<file path="config.mk">
export PLATFORM = sky130hd
export DESIGN_NAME = pipe_stage_reg_flat
export DESIGN_NICKNAME = d
export VERILOG_FILES = /design/src/rtl/pipe_stage_reg_if.sv /design/src/rtl/pipe_stage_reg.sv /design/src/flat_wrapper.sv
export SDC_FILE = /design/constraint.sdc
export NUM_CORES = 1
export LEC_CHECK = 0
export CAP_MARGIN = 20
export CORE_MARGIN = 10
export CORE_UTILIZATION = 35
export CTS_CLUSTER_DIAMETER = 150
export DETAILED_ROUTE_END_ITERATION = 16
export GPL_TIMING_DRIVEN = 1
export PLACE_DENSITY_LB_ADDON = 0.12
export SYNTH_ARGS = -nofsm -noshare
export SYNTH_HDL_FRONTEND = slang
export SYNTH_SLANG_ARGS = --single-unit
</file>
<file path="constraint.sdc">
create_clock -name clk -period 20.4 [get_ports clk]
set_input_delay 6.12 -clock clk [delete_from_list [all_inputs] [get_ports clk]]
set_output_delay 6.12 -clock clk [all_outputs]
set_load 0.02 [all_outputs]
</file>
<file path="src/rtl/pipe_stage_reg_if.sv">
// Stage-boundary bus: upstream valid/ready/ctrl/data in, downstream valid/ready/ctrl/data out.
// master = the pipeline register; slave = the neighbouring stage logic.
interface pipe_stage_reg_if #(
  parameter int CTRL_W = 32,
  parameter int DATA_W = 160
);
  logic              in_valid;
  logic              in_ready;
  logic [CTRL_W-1:0] in_ctrl;
  logic [DATA_W-1:0] in_data;
  logic              out_valid;
  logic              out_ready;
  logic [CTRL_W-1:0] out_ctrl;
  logic [DATA_W-1:0] out_data;

  modport master (
    input  in_valid, in_ctrl, in_data, out_ready,
    output in_ready, out_valid, out_ctrl, out_data
  );

  modport slave (
    output in_valid, in_ctrl, in_data, out_ready,
    input  in_ready, out_valid, out_ctrl, out_data
  );
endinterface

</file>
<file path="src/rtl/pipe_stage_reg.sv">
// Inter-stage pipeline register with valid/ready handshake, optional skid entry,
// flush-to-bubble and a saturating stall counter.
module pipe_stage_reg #(
  parameter int CTRL_W   = 32,
  parameter int DATA_W   = 160,
  parameter int SKID     = 1,
  parameter int CLR_DATA = 0,
  parameter int STALL_W  = 16
) (
  input  logic               clk,
  input  logic               clr,
  input  logic               flush,
  pipe_stage_reg_if.master   bus,
  output logic [STALL_W-1:0] stall_cnt
);

  typedef enum logic [1:0] {EMPTY = 2'd0, ONE = 2'd1, TWO = 2'd2} state_t;

  state_t              r_state, w_state_nxt;
  logic [CTRL_W-1:0]   r_main_ctrl, r_skid_ctrl;
  logic [DATA_W-1:0]   r_main_data, r_skid_data;
  logic [STALL_W-1:0]  r_stall;
  logic                w_accept, w_drain, w_out_valid, w_in_ready;
  logic                w_main_ld_in, w_main_ld_skid, w_main_clr, w_skid_ld, w_skid_clr;

  assign w_out_valid = (r_state != EMPTY);

  // With a skid entry, ready depends only on state flops, cutting the out_ready -> in_ready path.
  generate
    if (SKID != 0) begin : g_skid
      assign w_in_ready = (r_state != TWO);
    end else begin : g_noskid
      assign w_in_ready = !w_out_valid || bus.out_ready;
    end
  endgenerate

  assign w_accept = bus.in_valid && w_in_ready;
  assign w_drain  = w_out_valid && bus.out_ready;

  always_comb begin
    w_state_nxt    = r_state;
    w_main_ld_in   = 1'b0;
    w_main_ld_skid = 1'b0;
    w_main_clr     = 1'b0;
    w_skid_ld      = 1'b0;
    w_skid_clr     = 1'b0;
    if (flush) begin
      w_state_nxt = EMPTY;
      w_main_clr  = 1'b1;
      w_skid_clr  = 1'b1;
    end else begin
      case (r_state)
        EMPTY: if (w_accept) begin
          w_main_ld_in = 1'b1;
          w_state_nxt  = ONE;
        end
        ONE: begin
          if (w_accept && w_drain) begin
            w_main_ld_in = 1'b1;
          end else if (w_accept && (SKID != 0)) begin
            w_skid_ld   = 1'b1;
            w_state_nxt = TWO;
          end else if (w_drain) begin
            w_main_clr  = 1'b1;
            w_state_nxt = EMPTY;
          end
        end
        TWO: if (w_drain) begin
          w_main_ld_skid = 1'b1;
          w_skid_clr     = 1'b1;
          w_state_nxt    = ONE;
        end
        default: w_state_nxt = EMPTY;
      endcase
    end
  end

  always_ff @(posedge clk or posedge clr) begin
    if (clr) r_state <= EMPTY;
    else     r_state <= w_state_nxt;
  end

  // Emptying main always writes a NOP control word so downstream sees a clean bubble.
  always_ff @(posedge clk or posedge clr) begin
    if (clr) begin
      r_main_ctrl <= '0;
      r_main_data <= '0;
    end else if (w_main_clr) begin
      r_main_ctrl <= '0;
      if (CLR_DATA != 0) r_main_data <= '0;
    end else if (w_main_ld_in) begin
      r_main_ctrl <= bus.in_ctrl;
      r_main_data <= bus.in_data;
    end else if (w_main_ld_skid) begin
      r_main_ctrl <= r_skid_ctrl;
      r_main_data <= r_skid_data;
    end
  end

  always_ff @(posedge clk or posedge clr) begin
    if (clr) begin
      r_skid_ctrl <= '0;
      r_skid_data <= '0;
    end else if (w_skid_clr) begin
      r_skid_ctrl <= '0;
      if (CLR_DATA != 0) r_skid_data <= '0;
    end else if (w_skid_ld) begin
      r_skid_ctrl <= bus.in_ctrl;
      r_skid_data <= bus.in_data;
    end
  end

  always_ff @(posedge clk or posedge clr) begin
    if (clr)                                                r_stall <= '0;
    else if (w_out_valid && !bus.out_ready && r_stall != '1) r_stall <= r_stall + STALL_W'(1);
  end

  assign bus.in_ready  = w_in_ready;
  assign bus.out_valid = w_out_valid;
  assign bus.out_ctrl  = r_main_ctrl;
  assign bus.out_data  = r_main_data;
  assign stall_cnt     = r_stall;

endmodule

</file>
<file path="src/flat_wrapper.sv">
// flat-port wrapper written by rule: the top's interface ports become plain ports
module pipe_stage_reg_flat 
#(
  parameter int CTRL_W   = 32,
  parameter int DATA_W   = 160,
  parameter int SKID     = 1,
  parameter int CLR_DATA = 0,
  parameter int STALL_W  = 16
)
  (clk, clr, flush, stall_cnt, bus_in_valid, bus_in_ctrl, bus_in_data, bus_out_ready, bus_in_ready, bus_out_valid, bus_out_ctrl, bus_out_data);
  pipe_stage_reg_if #(.CTRL_W(CTRL_W), .DATA_W(DATA_W)) bus_i ();
  input  logic clk;
  input  logic clr;
  input  logic flush;
  output logic [STALL_W-1:0] stall_cnt;
  input wire logic [$bits(bus_i.in_valid)-1:0] bus_in_valid;
  input wire logic [$bits(bus_i.in_ctrl)-1:0] bus_in_ctrl;
  input wire logic [$bits(bus_i.in_data)-1:0] bus_in_data;
  input wire logic [$bits(bus_i.out_ready)-1:0] bus_out_ready;
  output wire logic [$bits(bus_i.in_ready)-1:0] bus_in_ready;
  output wire logic [$bits(bus_i.out_valid)-1:0] bus_out_valid;
  output wire logic [$bits(bus_i.out_ctrl)-1:0] bus_out_ctrl;
  output wire logic [$bits(bus_i.out_data)-1:0] bus_out_data;
  assign bus_i.in_valid = bus_in_valid;
  assign bus_i.in_ctrl = bus_in_ctrl;
  assign bus_i.in_data = bus_in_data;
  assign bus_i.out_ready = bus_out_ready;
  assign bus_in_ready = bus_i.in_ready;
  assign bus_out_valid = bus_i.out_valid;
  assign bus_out_ctrl = bus_i.out_ctrl;
  assign bus_out_data = bus_i.out_data;
  pipe_stage_reg #(.CTRL_W(CTRL_W), .DATA_W(DATA_W), .SKID(SKID), .CLR_DATA(CLR_DATA), .STALL_W(STALL_W)) u_core (.clk(clk), .clr(clr), .flush(flush), .bus(bus_i), .stall_cnt(stall_cnt));
endmodule
</file>
Word-level counts from Yosys, hierarchy flattened
Index checks and enable logic that the tools add are counted.
- add/sub/neg operators: 1
- equal/unequal tests: 8
- mux-type cells: 29
- bitwise logic cells: 2
- reduce and logical (&&, ||, !) cells: 14
- operators with widths (cell ; number):
    160-bit 2-to-1 mux ; 2
    32-bit 2-to-1 mux ; 5
    16-bit by 1-bit adder with 16-bit output, second input constant ; 1
    16-bit != test, second input constant ; 1
    1-bit 2-to-1 mux ; 14
    2-bit 2-to-1 mux ; 6
    3-bit by 2-bit != test with 1-bit output, second input constant ; 2
    2-bit one-hot mux with 3 select lines ; 1
    2-bit nonzero test ; 3
    1-bit logical AND ; 5
    4-bit by 2-bit != test with 1-bit output, second input constant ; 1
    2-bit AND reduction ; 2
    4-bit AND reduction ; 1
    3-bit != test, second input constant ; 1
    3-bit nonzero test ; 1
    2-bit by 1-bit == test with 1-bit output, second input constant ; 1
    2-bit == test, second input constant ; 1
    2-bit zero test ; 1
    2-bit != test, second input constant ; 1
    1-bit inverter ; 2
    1-bit one-hot mux with 2 select lines ; 1
    1-bit zero test ; 1
- register bits: 402
- output and inout port bits: 210
- word-level logic and storage cells: 60

Logic depth before layout (Yosys ltp)
Gate-level depths: netlist of run 1.
- depth in word-level cells: 9
- mapped depth: 7
- mapped depth without buffers: 5

Worst setup path before layout of run 1
OpenSTA, ideal clock, no wires.
- path kind: input -> register
- from: input flush
- to: register u_core.r_main_ctrl[0] (netlist: u_core.bus.out_ctrl[0])
- arrival: 7367 ps
- data required time: 20270 ps
- slack: 12904 ps
- stages on the path: 7
- path buffers: 3
- path through: buf_6 > or3b_4 > nor2_8 > buf_12 > buf_12 > mux2i_1 > o2bb2ai_1
- cells in the longest elaborated chain, start to end: 3
- elaborated cells on any way between the ends: 6
- those cells by class: mux: 5; reduce/logical: 1
- RTL lines (element ; RTL line ; RTL):
    from (decl) ; flat_wrapper.sv:14 ; input logic flush;
    1-bit 2-to-1 mux ; pipe_stage_reg.sv:47 ; if (flush) begin
    32-bit 2-to-1 mux ; pipe_stage_reg.sv:91 ; end else if (w_main_ld_in) begin
    32-bit 2-to-1 mux ; pipe_stage_reg.sv:88 ; end else if (w_main_clr) begin
    to (signal assigned) ; pipe_stage_reg.sv:92 ; r_main_ctrl <= bus.in_ctrl;
    to (signal assigned) ; pipe_stage_reg.sv:95 ; r_main_ctrl <= r_skid_ctrl;
    to (decl) ; pipe_stage_reg.sv:20 ; logic [CTRL_W-1:0] r_main_ctrl, r_skid_ctrl;
Several ways; a longest one is shown, not always the timed one.
A chain may end at the register's enable or synchronous reset.

Final worst setup path of run 1
- from: input flush
- to: register u_core.r_main_data[115] (netlist: u_core.bus.out_data[115])
- cells in the longest elaborated chain, start to end: 3
- elaborated cells on any way between the ends: 7
- those cells by class: mux: 4; bitwise: 1; reduce/logical: 2
- RTL lines (element ; RTL line ; RTL):
    1-bit 2-to-1 mux ; pipe_stage_reg.sv:47 ;
    2-bit nonzero test (no line) / 1-bit inverter (equally long branches) ; - ;
    2-bit AND reduction (no line) ; - ;
    to (signal assigned) ; pipe_stage_reg.sv:93 ; r_main_data <= bus.in_data;
    to (signal assigned) ; pipe_stage_reg.sv:96 ; r_main_data <= r_skid_data;
    to (decl) ; pipe_stage_reg.sv:21 ; logic [DATA_W-1:0] r_main_data, r_skid_data;
Several ways; a longest one is shown, not always the timed one.

==> out/metrics.cfg, run 1 <==
[yosys]
synth_mux_area_share_pct=11.4
yosys-top-cells-count=483 x nand2_1, 402 x dfrtp_1, 194 x mux2i_1
synth_top_cell_area_share_pct=59.0
yosys.cell_count.top_type=nand2_1
synth_seq_cells=402
synth_fp_nets=1842
synth_area_leader_cell=dfrtp_1
netlist_instances=1644
async_flop_share_pct=100
netlist_area_um2=17100
yosysSeqAreaShare_pct=59.0
synthFlopType=dfrtp_1
synth_edf_count=0
synth_cell_types=43
synthTopCellsByArea=dfrtp_1 59%, mux2i_1 11%, nand2_1 11%
yosys_warnings=0
synth-xor-area-share_pct=0.770
avgSynthCellArea_um2=10.4
synthAdderAreaFrac_pct=0.0733
synth-compound-area-share_pct=8.26
synth_top_family_by_area=simple AND/OR/NAND/NOR gates
synthSimpleGateAreaFrac_pct=15.9

[floorplan]
die_h_um=241
fp.coreArea_um2=47900
rows=80
initial_core_util_pct=35.6
top_level_ports=407
die_x_um=241
dieArea_um2=58000

[sta]
fmax_ghz=0.101
skew_ns=0.0103
rsz0062_at_grt=no
final_max_slew_viol_count=0
min_period_ns=9.93
tightest_slew_ns=1.18
hold_viol=0
fin_ws_ns=10.47
min_period_over_period_pct=48.7
fin_setup_tns_ns=0
setup_viol=0
max_slew_margin_pct=21.4

[clock_tree]
post_cts_buffers=0
clk_pin_slew_ns=0.06
ctsResizeCount=0
clk_latency_ns=0.57
ctsHtreeMaxLevel=2
cts_buffers=46
clockRootBuffer=clkbuf_16
ctsLongestPathBuffers=3
postCtsHoldBufs=0
clkSinkCount=402
cts_tree=built

[power]
max-vdd-ir-drop_mv=0.0716
power_leakage_nw=10.3
power-per-cell-area_nw_per_um2=109
power_mw=2.49

[critical_path]
cp_max_fo=50
cp-start-kind=input pin
r2r_setup_slack_ns=16.33
worst_path_most_repeated_cell=buf_4
end_kind=flip-flop
arrival_ns=10.32
critPathBufInv=3
crit_type=input pin to flip-flop
critPathMaxStageDelay_ns=0.84
crit-reg2reg-launch=u_core.r_state[1]
crit_required_ns=20.79
reg2reg_to=u_core.bus.out_data[115]
r2r_cells=6
slowest_stage=buf_4
cp_top_family=buffers and inverters
crit_chain=clkdlybuf4s50_1 -> or3b_4 -> nor2_8 -> buf_4 -> buf_4 -> mux2i_1 -> a21oi_1

[cells_and_area]
finalInstanceArea_um2=22900
drive_gt1_share_pct=5.19
nets=2205
num-fill-cells=4441
areaGrowthSynthToFinish_pct=34.5
final_util_pct=47.9

[routing]
firstDrtPassIters=5
drtIter0Drc=938
postRouteAntennaNets=0
avgViaCountPerCell=4.82
dr_total_vias=12823
routed_wirelength_um=50400
wire_per_inst_um=18.9
drcViolationCount=0

[hold_path]
hp-class=flip-flop to flip-flop
worstHoldStart=u_core.r_skid_data[76]
hold_path_depth=2
worst_hold_path.endpoint=u_core.r_skid_data[76]

[grt]
grt_usage_pct=17.1
grt_pass1_vias=12957
grt_pass1_wl_um=78200
grt_max_degree=233
grt_overflow_total=0
antenna_found_initial=12

[place]
gp_congestion=0.786
dpl.hpwl_um=32800
placedInstanceArea_um2=21300
portBuffers=406
pre_cts_ws_ns=9.93

[status]
status=finished clean

[job]
max_cap_viol_count=0

[worst reg2reg max path, cell delays in order, from the launching register on]
cell	delay (ns)
dfrtp_1	0.46
or3b_4	0.45
nor2_8	0.77
buf_4	0.81
buf_4	0.92
mux2i_1	0.38
a21oi_1	0.09
[cell families after synthesis]
| logic type | count (synthesis) |
|---|---|
| xor+xnor | 15 |
| buf+inv | 111 |
| mux | 195 |
| fa+ha+maj | 1 |
| compound gates | 230 |
| flops | 402 |
| simple gates | 690 |
[registers in the layout, summed over array words and instances (netlist names)]
signal,flops
u_core.bus.out_ctrl,32
u_core.bus.out_data,160
u_core.r_skid_ctrl,32
u_core.r_skid_data,160
u_core.r_state,2
u_core.stall_cnt,16
[worst max-delay path by stage]
stage | from | end | slack (ns) | cells after the start
floorplan | clr | u_core.bus.out_ctrl[0] | 3.10 | 1
global placement | flush | u_core.bus.out_data[118] | 9.96 | 7
detailed placement | flush | u_core.bus.out_data[115] | 9.93 | 7
CTS | flush | u_core.bus.out_data[115] | 10.53 | 7
global route | flush | u_core.bus.out_data[113] | 10.25 | 7
finish | flush | u_core.bus.out_data[115] | 10.47 | 7
[final cells by class]
type / instances / area (µm²) / area share [%]
Antenna cell: 4 / 10.0 / 0.0436
Clock buffer: 70 / 1450 / 6.30
Clock inverter: 14 / 145 / 0.633
Inverter: 4 / 22.5 / 0.0982
Multi-Input combinational cell: 1131 / 6260 / 27.3
Sequential cell: 402 / 10100 / 43.8
Tap cell: 615 / 769 / 3.35
Timing Repair Buffer: 422 / 4230 / 18.4
[power by group]
group / switching [mW] / internal [mW]
clock network: 0.331 / 0.524
logic: 0.308 / 0.274
registers: 0.0982 / 0.959
[metrics by stage]
stage / instances / hold slack, ns
after floorplan: 1644 / 0.445
after global placement: 2573 / 0.456
after detailed placement: 2573 / 0.461
after CTS: 2657 / 0.476
after global routing: 2661 / 0.486
final: 2662 / 0.471
[per-layer routing]
layer  global-route usage, %  vias up  wire length [µm]
met5                       0        -                92
met4                    4.53       16               923
met3                    6.70       77              4450
met2                    26.7      320             23300
met1                    21.7     6195             21700
li1                        -     6215                 -
[cells in the final DEF, fill, tap and decap left out, drive strengths merged, types with 2 or more instances in the layout]
master and count:
nor3 6, nor2 168, nand2 483, a22o 31, nand4 7, nand3b 2
xnor2 8, and4 2, inv 4, clkinv 11, dfrtp 402, and3 2
clkdlybuf4s50 406, nor3b 2, mux2i 194, buf 16, a21oi 161, o2bb2ai 32
nand3 6, bufinv 3, nor2b 2, diode 4, clkbuf 70, nor4 2
or2 2, xor2 7
(Power assumes the default switching activity.)
==> run 2: changes to the inputs <==
==> constraint.sdc (replaced) <==
create_clock -name clk -period 8.9 [get_ports clk]
set_input_delay 2.67 -clock clk [delete_from_list [all_inputs] [get_ports clk]]
set_output_delay 2.67 -clock clk [all_outputs]
set_load 0.02 [all_outputs]
==> run 2 against run 1 <==
  * Setup slack got worse by 6.7 ns
  * Non-clock buffer count unchanged
  * Register-to-register slack got worse by 10 ns
  * Final cell count rose by 0.15%
  * Flip-flop and latch count unchanged
  * Clock-buffer cell count unchanged
  * Routed wire length rose by 0.12%
  * Global-route usage about the same
  * Critical path depth is 1 lower
  * Worst hold slack better by 0.00086 ns
==> out/metrics.cfg, run 2 (same netlist as run 1, synthesis figures left out) <==
[status]
status=finished clean

[place]
gp_congestion=0.771
pre_cts_ws_ns=3.16
dpl.hpwl_um=33100
portBuffers=406
placedInstanceArea_um2=21400

[cells_and_area]
final_common_cell=nand2_1
final_cell_mix=483 x nand2_1, 406 x clkdlybuf4s50_1, 402 x dfrtp_1
finalInstanceArea_um2=23000
drive_gt1_share_pct=5.09
num-fill-cells=4370
nets=2205
areaGrowthSynthToFinish_pct=34.6

[grt]
grt_pass1_vias=12955
grt_overflow_total=0
antenna_found_initial=13
grt_max_degree=188
grt_pass1_wl_um=78400
grt_usage_pct=17.1

[sta]
setup_viol=0
tightest_slew_ns=1.04
min_period_over_period_pct=58.2
fmax_ghz=0.193
fin_setup_tns_ns=0
fin_ws_ns=3.72
max_slew_margin_pct=30.4
rsz0062_at_grt=no
final_max_slew_viol_count=0
min_period_ns=5.18
skew_ns=0.00762
holdWs_ns=0.472
hold_viol=0

[clock_tree]
clkSinkCount=402
clockRootBuffer=clkbuf_16
ctsResizeCount=0
cts_tree=built
ctsHtreeMaxLevel=2
postCtsHoldBufs=0
post_cts_buffers=0
cts_buffers=46
clk_pin_slew_ns=0.05
clk_latency_ns=0.57
ctsLongestPathBuffers=3

[critical_path]
crit_chain=clkdlybuf4s50_1 -> or3b_4 -> nor2_8 -> buf_12 -> mux2i_1 -> a21oi_1
crit_type=input pin to flip-flop
crit_required_ns=9.30
cp_max_fo=108
critPathMaxStageDelay_ns=0.67
cp-start-kind=input pin
slowest_stage=clkdlybuf4s50_1
end_kind=flip-flop
arrival_ns=5.57

[power]
power_mw=5.74
power-per-cell-area_nw_per_um2=250
max-vdd-ir-drop_mv=0.142
power_leakage_nw=10.3

[routing]
drcViolationCount=0
wire_per_inst_um=18.9
routed_wirelength_um=50500
dr_total_vias=12862
drtIter0Drc=841
firstDrtPassIters=5
postRouteAntennaNets=0
avgViaCountPerCell=4.82

[floorplan]
top_level_ports=407
die_h_um=241
initial_core_util_pct=35.6
fp.coreArea_um2=47900
rows=80
die_x_um=241
dieArea_um2=58000

[job]
max_cap_viol_count=0

[hold_path]
hp-class=flip-flop to flip-flop

-- run 2: cell types whose count changed in the layout (fill, tap and decap cells not counted), moves of 2 or more --
cell      previous run  this run
buf_12               2         4
clkbuf_1             7         9
diode_2              4         8
clkbuf_8            14        12
-- run 2: final cells by class --
type                            count  area (µm²)  area share [%]
Inverter                            4        18.8          0.0817
Clock buffer                       70        1430            6.21
Sequential cell                   402       10100            43.8
Multi-Input combinational cell   1131        6270            27.3
Tap cell                          615         769            3.35
Clock inverter                     14         170           0.741
Antenna cell                        8        20.0          0.0872
Timing Repair Buffer              422        4230            18.4
-- run 2: worst max-delay path: cells and delay by family --
family,cells,cell delay [ns]
mux,1,0.28
compound gates,1,0.09
simple gates,2,1.01
buf+inv,2,1.26
-- run 2: layer usage --
layer	global-route usage [%]	wire length (µm)	up-vias
met2	26.9	23800	321
li1	-	-	6213
met5	0	99	-
met4	4.46	758	14
met3	6.63	4470	64
met1	21.7	21400	6250
-- run 2: final timing paths --
path	from	to	slack, ns	cells after the start
max	flush	u_core.bus.out_data[31]	3.72	6
min	u_core.r_skid_data[68]	u_core.r_skid_data[68]	0.47	2
max reg2reg	u_core.r_state[1]	u_core.bus.out_data[31]	6.13	5
min reg2reg	u_core.r_skid_data[68]	u_core.r_skid_data[68]	0.47	2
max in group asynchronous	clr	u_core.r_skid_ctrl[22]	4.95	3
min in group asynchronous	clr	u_core.r_skid_data[132]	2.56	2
-- run 2: stage by stage --
stage          cells  utilization [%]
5_1_grt         2662             47.9
2_1_floorplan   1644                -
4_1_cts         2658             47.9
3_3_place_gp    2574             44.5
6_report        2666             47.9
3_5_place_dp    2574             44.5
-- run 2: where the power goes --
| part | total (mW) | switching, mW | internal [mW] |
|---|---|---|---|
| Sequential | 2.43 | 0.229 | 2.20 |
| Clock | 1.98 | 0.761 | 1.22 |
| Combinational | 1.33 | 0.704 | 0.628 |
